<file path="src/rtl/host_reg_slave.sv">
// Host register bus responder: configuration register file, PROM write
// strobes and the CPU statistics-read apply/grant handshake.
module host_reg_slave #(
    parameter int NUM_REGS   = 35,
    parameter int RD_TIMEOUT = 255
) (
    input  logic                    clk_reg,
    input  logic                    reset,
    input  logic                    csb,
    input  logic                    wrb,
    input  logic [7:0]              ca,
    input  logic [15:0]             cd_in,
    output logic [15:0]             cd_out,
    output logic [NUM_REGS*16-1:0]  cfg_q,
    output logic                    tx_prom_wr,
    output logic                    rx_prom_wr,
    output logic                    CPU_rd_apply,
    input  logic                    CPU_rd_grant,
    input  logic [31:0]             CPU_rd_dout
);

    typedef enum logic [1:0] {
        S_IDLE,
        S_WAIT,
        S_DONE
    } rd_state_e;

    localparam logic [7:0] TMO = 8'(RD_TIMEOUT);

    logic [15:0] regs_q [NUM_REGS];
    logic [15:0] view   [NUM_REGS];
    logic        csb_d_q;
    logic        tx_prom_q;
    logic        rx_prom_q;
    logic        apply_q;
    logic [7:0]  cnt_q;
    rd_state_e   state_q;

    logic [6:0]  idx;
    logic        acc;
    logic        wr_acc;
    logic        rd_acc;
    logic        wr29_set;
    logic        wr29_clr;
    logic        rd32;

    function automatic logic [15:0] rst_val(input int i);
        case (i)
            0:       return 16'h001e;
            1:       return 16'h0019;
            3:       return 16'h000f;
            4:       return 16'h001e;
            5:       return 16'h0001;
            6:       return 16'h0002;
            22:      return 16'h001a;
            23:      return 16'h0010;
            24:      return 16'h0001;
            25:      return 16'h000c;
            26:      return 16'h2710;
            27:      return 16'h0040;
            34:      return 16'h0004;
            default: return 16'h0000;
        endcase
    endfunction

    // 10/17 only strobe the PROMs, 29 is the apply control, 30..32 are status
    function automatic logic writable(input int i);
        return !(i == 10 || i == 17 || (i >= 29 && i <= 32));
    endfunction

    assign idx      = ca[7:1];
    assign acc      = ~csb & csb_d_q;
    assign wr_acc   = acc & ~wrb;
    assign rd_acc   = acc & wrb;
    assign wr29_set = wr_acc && idx == 7'd29 && cd_in[0];
    assign wr29_clr = wr_acc && idx == 7'd29 && !cd_in[0];
    assign rd32     = rd_acc && idx == 7'd32;

    always_ff @(posedge clk_reg or posedge reset) begin
        if (reset) begin
            for (int i = 0; i < NUM_REGS; i++) begin
                regs_q[i] <= rst_val(i);
            end
            csb_d_q   <= 1'b1;
            tx_prom_q <= 1'b0;
            rx_prom_q <= 1'b0;
            apply_q   <= 1'b0;
            cnt_q     <= 8'd0;
            state_q   <= S_IDLE;
        end else begin
            csb_d_q   <= csb;
            tx_prom_q <= wr_acc && idx == 7'd10;
            rx_prom_q <= wr_acc && idx == 7'd17;
            for (int i = 0; i < NUM_REGS; i++) begin
                if (wr_acc && idx == 7'(i) && writable(i)) begin
                    regs_q[i] <= cd_in;
                end
            end
            unique case (state_q)
                S_IDLE: begin
                    if (wr29_set) begin
                        apply_q <= 1'b1;
                        cnt_q   <= 8'd0;
                        state_q <= S_WAIT;
                    end
                end
                S_WAIT: begin
                    // grant outranks timeout, which outranks a host abort
                    if (CPU_rd_grant) begin
                        regs_q[31] <= CPU_rd_dout[15:0];
                        regs_q[32] <= CPU_rd_dout[31:16];
                        regs_q[30] <= 16'h0001;
                        apply_q    <= 1'b0;
                        state_q    <= S_DONE;
                    end else if (cnt_q == TMO) begin
                        regs_q[31] <= 16'hffff;
                        regs_q[32] <= 16'hffff;
                        regs_q[30] <= 16'h0002;
                        apply_q    <= 1'b0;
                        state_q    <= S_IDLE;
                    end else begin
                        if (cnt_q != 8'hff) begin
                            cnt_q <= cnt_q + 8'd1;
                        end
                        if (wr29_clr) begin
                            apply_q <= 1'b0;
                            state_q <= S_IDLE;
                        end
                    end
                end
                S_DONE: begin
                    if (rd32) begin
                        regs_q[30] <= 16'h0000;
                        state_q    <= S_IDLE;
                    end else if (wr29_set) begin
                        regs_q[30] <= 16'h0000;
                        apply_q    <= 1'b1;
                        cnt_q      <= 8'd0;
                        state_q    <= S_WAIT;
                    end
                end
                default: state_q <= S_IDLE;
            endcase
        end
    end

    always_comb begin
        for (int i = 0; i < NUM_REGS; i++) begin
            view[i] = regs_q[i];
        end
        view[29] = {15'b0, apply_q};
    end

    always_comb begin
        cd_out = 16'h0000;
        for (int i = 0; i < NUM_REGS; i++) begin
            if (idx == 7'(i)) begin
                cd_out = view[i];
            end
        end
    end

    for (genvar g = 0; g < NUM_REGS; g++) begin : g_cfg
        assign cfg_q[16*g +: 16] = view[g];
    end

    assign tx_prom_wr   = tx_prom_q;
    assign rx_prom_wr   = rx_prom_q;
    assign CPU_rd_apply = apply_q;

    logic unused_ok;
    assign unused_ok = ^{ca[0], regs_q[29]};

endmodule

</file>
<file path="config.mk">
export PLATFORM = sky130hd
export DESIGN_NAME = host_reg_slave
export DESIGN_NICKNAME = d
export VERILOG_FILES = /design/src/rtl/host_reg_slave.sv
export SDC_FILE = /design/constraint.sdc
export NUM_CORES = 1
export LEC_CHECK = 0
export CAP_MARGIN = 20
export CORE_MARGIN = 5
export CORE_UTILIZATION = 30
export CTS_CLUSTER_SIZE = 20
export DETAILED_ROUTE_END_ITERATION = 8
export GPL_ROUTABILITY_DRIVEN = 0
export PLACE_DENSITY_LB_ADDON = 0.08
export RECOVER_POWER = 100
export REMOVE_ABC_BUFFERS = 1
export SLEW_MARGIN = 20
export SYNTH_ARGS = -nofsm -noshare
export SYNTH_HDL_FRONTEND = slang
export SYNTH_SLANG_ARGS = --single-unit
export TNS_END_PERCENT = 30
</file>
<file path="constraint.sdc">
create_clock -name clk_reg -period 24.8 [get_ports clk_reg]
set_clock_uncertainty 0.15 [all_clocks]
set_input_delay 3.72 -clock clk_reg [delete_from_list [all_inputs] [get_ports clk_reg]]
set_output_delay 3.72 -clock clk_reg [all_outputs]
set_load 0.05 [all_outputs]
</file>
* After elaboration in Yosys (flattened, before gate mapping) *
Index checks and enable logic that the tools add are counted.

storage, ports and cells
  register bits = 526
  input port bits = 61
  logic and storage cells = 192
  output and inout bits = 579

cells by class
  muxes and demuxes = 58
  reductions and logical operators = 45
  $add $sub $neg = 1
  eq/ne operators = 45
  bitwise logic cells = 5

operator list
  cell                                                  count
  2-to-1 mux 16 bit                                     37
  equality test 7 x 5 -> 1 bit (second input constant)  16
  2-to-1 mux 48 bit                                     2
  equality test 7 x 4 -> 1 bit (second input constant)  8
  2-to-1 mux 8 bit                                      5
  logical AND 1 bit                                     35
  case mux 16 bit (2 select lines)                      1
  equality test 7 x 3 -> 1 bit (second input constant)  4
  case mux 8 bit (3 select lines)                       1
  equality test 7 x 6 -> 1 bit (second input constant)  3
  equality test 7 x 2 -> 1 bit (second input constant)  2
  2-to-1 mux 2 bit                                      5
  adder 8 x 1 -> 8 bit (second input constant)          1
  equality test 8 bit (second input constant)           1
  inequality test 2 bit (second input constant)         4
  inequality test 8 bit (second input constant)         1
  equality test 7 x 1 -> 1 bit (second input constant)  1
  zero test 7 bit                                       1
  inequality test 3 bit (second input constant)         2
  case mux 2 bit (3 select lines)                       1
  AND reduction 3 bit                                   2
  2-to-1 mux 1 bit                                      5
  AND reduction 5 bit                                   1
  inequality test 4 bit (second input constant)         1
  other kinds (10)                                      14

* Longest topological paths before layout *
  depth in word-level cells = 36
  mapped depth = 11

* Worst setup path before layout *
Ideal clock, no wire load.

  kind = input to output
  start = input port ca[4]
  end = output port cd_out[14]
  buffers on the path = 3
  data arrival time = 6.356 ns
  setup slack = 14.574 ns
  stages on the path = 10
  data required time = 20.930 ns
  path through = buf_2 -> buf_4 -> nor4b_1 -> buf_2 -> nand2_1 -> nand2_1 -> a21oi_1 -> o211ai_1 -> nor4_1 -> a211oi_1

between the ends
  longest elaborated chain between the ends = 36
  elaborated cells on any way between the ends = 70
  those cells by class = 34 x eq/ne; 35 x mux; 1 x reduce/logical

ends and longest elaborated chain
  item                             RTL line  source
  start, declared                  11        input logic [7:0] ca,
  zero test 7 bit                  157       if (idx == 7'(i)) begin
  2-to-1 mux 16 bit (34 in a row)  157
  2-to-1 mux 16 bit (*)            157
  end, declared                    13        output logic [15:0] cd_out,

Every way passes the cells marked *; elsewhere a longest branch is shown, timed or not.

* Worst setup path after layout *
  start = input port ca[4]
  end = output port cd_out[2]

Same word-level chain as after synthesis.

==> metrics.txt <==
setup repair bufs after CTS 0; share of cells above drive strength 1 0.260; Core ar. 82,100 um2; critical-path cell list dlygate4sd3_1 -> clkbuf_1 -> nor4b_1 -> clkbuf_1 -> nand2_1 -> a21oi_1 -> a2111oi_0 -> buf_4 -> nor2_1 -> o21ai_0 -> a31oi_1 -> dlygate4sd3_1; WHS Endpoint cfg_q[201]; CTS Buffer Depth 3; met1 WL 52.2 mm; Crit Path Max Fanout 29; P_leak 0.0166 uW; status finished with violations; post-synthesis cell type count 79; CP required 20.93 ns; Syn Inst Count 2,070; register area share after synthesis 0.518; ys flop type dfrtp_1; CP bufs+invs 5; TritonCTS buffer count 60; Yosys top cell by area dfrtp_1; #FFs+latches synth 512; critical path type input port to output pin; Overflow after GRT 0; Crit Reg-Reg Endpoint cfg_q[233]; Post-CTS Hold Buffers 0; switching share of power 0.296; DR pass1 iterations 7; asr flop ratio synth 1.00; hold path cells 1; number of global-route vias before repair 20,984; vias per inst 5.51; placed cells 3,610; Setup-failing EPs final 0; first-pass GRT wire length 175 mm; CTS HTree Levels 2; number of DRC markers in iteration 0 1,528; Clock Latency Late Sink 0.62 ns; die width 298 um; Final period util 0.600; met2 routed WL 61.2 mm; P_int 1450 uW; Worst-Margin Slew 6.08 ns; EDFF count, synth 0; Synth warnings 32; Die Ht 298 um; Mean Syn Cell Area 12.0 um2; routed vias 20,514; Final HPWL DP 90.6 mm; Fmax achieved 0.0672 GHz; die area 88,500 um2; Sequential Power Share 0.429; wire length per cell 33.9 um; CTS tree yes; Yosys top cell area share 0.484; VDD IR max 0.0000504 V; delay-heaviest family, CP buffers and inverters; port bufs 577; HP Class flop to flop; DRC Markers 0; relative slew slack -3.05; worst reg2reg path startpoint csb_d_q; Fin. Hold Viols 0; top cells by area, synth dfrtp_1 48%, mux2_2 22%, dfstp_2 3.4%, buf_4 2.2%, nor2_1 1.5%; setup_tns 0 ns; Final min period 14.88 ns; final net count 2,665; Hold Startpoint cfg_q[201]; Psw 609 uW; pwr/cell area 62.0 nW/um2; area delta synth->final 33.7%; total of max-cap violations 15; Post-Syn Area 24,800 um2; slowest CP cell nor4b_1; Worst-path clk slew 0.06 ns; Clk pwr share 0.432; cell depth of the worst flop-to-flop path 5; worst hold slack 0.373 ns; largest net degree at the start of global routing 138; crit-path max cell delay 1.82 ns; Rows 105; initial antenna violation count 15; crit end category output pin; Crit path arrival time 11.01 ns; crit path launch type input port; CTS Sinks 512; clock root cell clkbuf_16; DP Worst Slack 12.38 ns; initial core utilization 0.302; post-route worst setup slack 9.92 ns; non-filler instance count after layout 3,724; violated checks capacitance limit, slew limit; RSZ-0062 raised after global routing no; met3 wire length 9.05 mm; total track usage 0.275; Routed WL 126 mm; Logic pwr share 0.139; # IOs 640; Slew Limit Fails 610; Post-DRT Antenna Nets 0; top sig layer met5; flop2flop setup slack 20.71 ns; post-CTS sizing 0
## cell families after synthesis
family / share of synthesized area
mux: 0.241
xor+xnor: 0.00141
fa+ha+maj: 0.000504
compound gates: 0.110
buf+inv: 0.0583
other cells: 0.000151
flops: 0.518
simple gates: 0.0707
## cell usage in the layout (no fill, tap or decap), types with 8 or more instances in the layout
cell and n:
dfstp_2 32, nor2_1 111, o22ai_1 32, inv_1 40, conb_1 61, nor3_1 27, nand4_1 11, nand3_1 21
a221oi_1 31, a21oi_1 65, mux2i_1 31, o211ai_1 12, a31oi_1 50, clkdlybuf4s50_1 50, o221ai_1 18, clkbuf_8 15
dlygate4sd3_1 522, clkinv_2 10, a22oi_1 39, mux2_2 491, clkbuf_16 61, clkbuf_1 46, buf_4 43, nand2_1 101
nor2b_1 10, o21ai_0 69, dfrtp_1 480, a211oi_1 8
## power by group through the flow
stage / logic (uW) / clock network, uW / registers (uW)
final: 286 / 888 / 881
after global routing: 298 / 937 / 884
after CTS: 299 / 903 / 882
after detailed placement: 298 / 0 / 897
after global placement: 297 / 0 / 896
after floorplan: 80.9 / 0 / 972
## metrics by stage
step	instance area (um2)	util	power, uW
after floorplan	23700	-	1050
after global placement	31400	0.383	1190
after detailed placement	31400	0.383	1200
after CTS	33400	0.406	2080
after global routing	33200	0.404	2120
final	33200	0.404	2050
## flip-flops by register name, summed over array words and instances (netlist names)
name          flops
cfg_q           498
cnt_q             8
state_q           2
CPU_rd_apply      1
csb_d_q           1
rx_prom_wr        1
tx_prom_wr        1
## synthesized netlist by cell type (all sizes together) (3+ instances only)
cell type	n
a221oi	32
or4	4
a22oi	39
o31ai	5
a2111oi	3
a31oi	50
a221o	4
a211oi	10
o211ai	12
nor2b	12
a222oi	6
o22ai	32
a32oi	6
nand2b	6
a2bb2oi	4
o221ai	18
o32ai	7
and2	9
nor4	8
a21oi	65
o2bb2ai	4
and3	6
nand4	11
o2111ai	6
or3	7
dfrtp	480
xor2	4
mux2i	31
clkbuf	83
a22o	4
nand2	101
nor2	116
dfstp	32
mux4	6
nor3	31
buf	151
inv	41
mux2	491
o21ai	76
nor3b	7
nand3	21
## worst max path at each step
| stage | startpoint | slack, ns | cells after the start | end |
|---|---|---|---|---|
| finish | ca[4] | 9.92 | 12 | cd_out[2] |
| global route | reset | 9.58 | 4 | cfg_q[180] |
| CTS | ca[4] | 12.37 | 10 | cd_out[14] |
| detailed placement | ca[4] | 12.38 | 10 | cd_out[14] |
| global placement | ca[4] | 12.42 | 10 | cd_out[14] |
| floorplan | reset | 6.68 | 1 | CPU_rd_apply |
## routing by layer
metal | track usage | up-vias
met3 | 0.0631 | 163
li1 | - | 8579
met1 | 0.358 | 10901
met5 | 0 | -
met2 | 0.465 | 867
met4 | 0.0707 | 4
## layout make-up
type,instances,area [um2]
inverter,41,155
sequential,512,12900
antenna,3,7.51
clock inverter,14,125
tap,1070,1340
multi-input combinational,1343,10700
fill,7962,48900
clock buffer,96,1810
timing repair buffer,645,6180
Note: power is estimated with default switching activity, not from simulation.
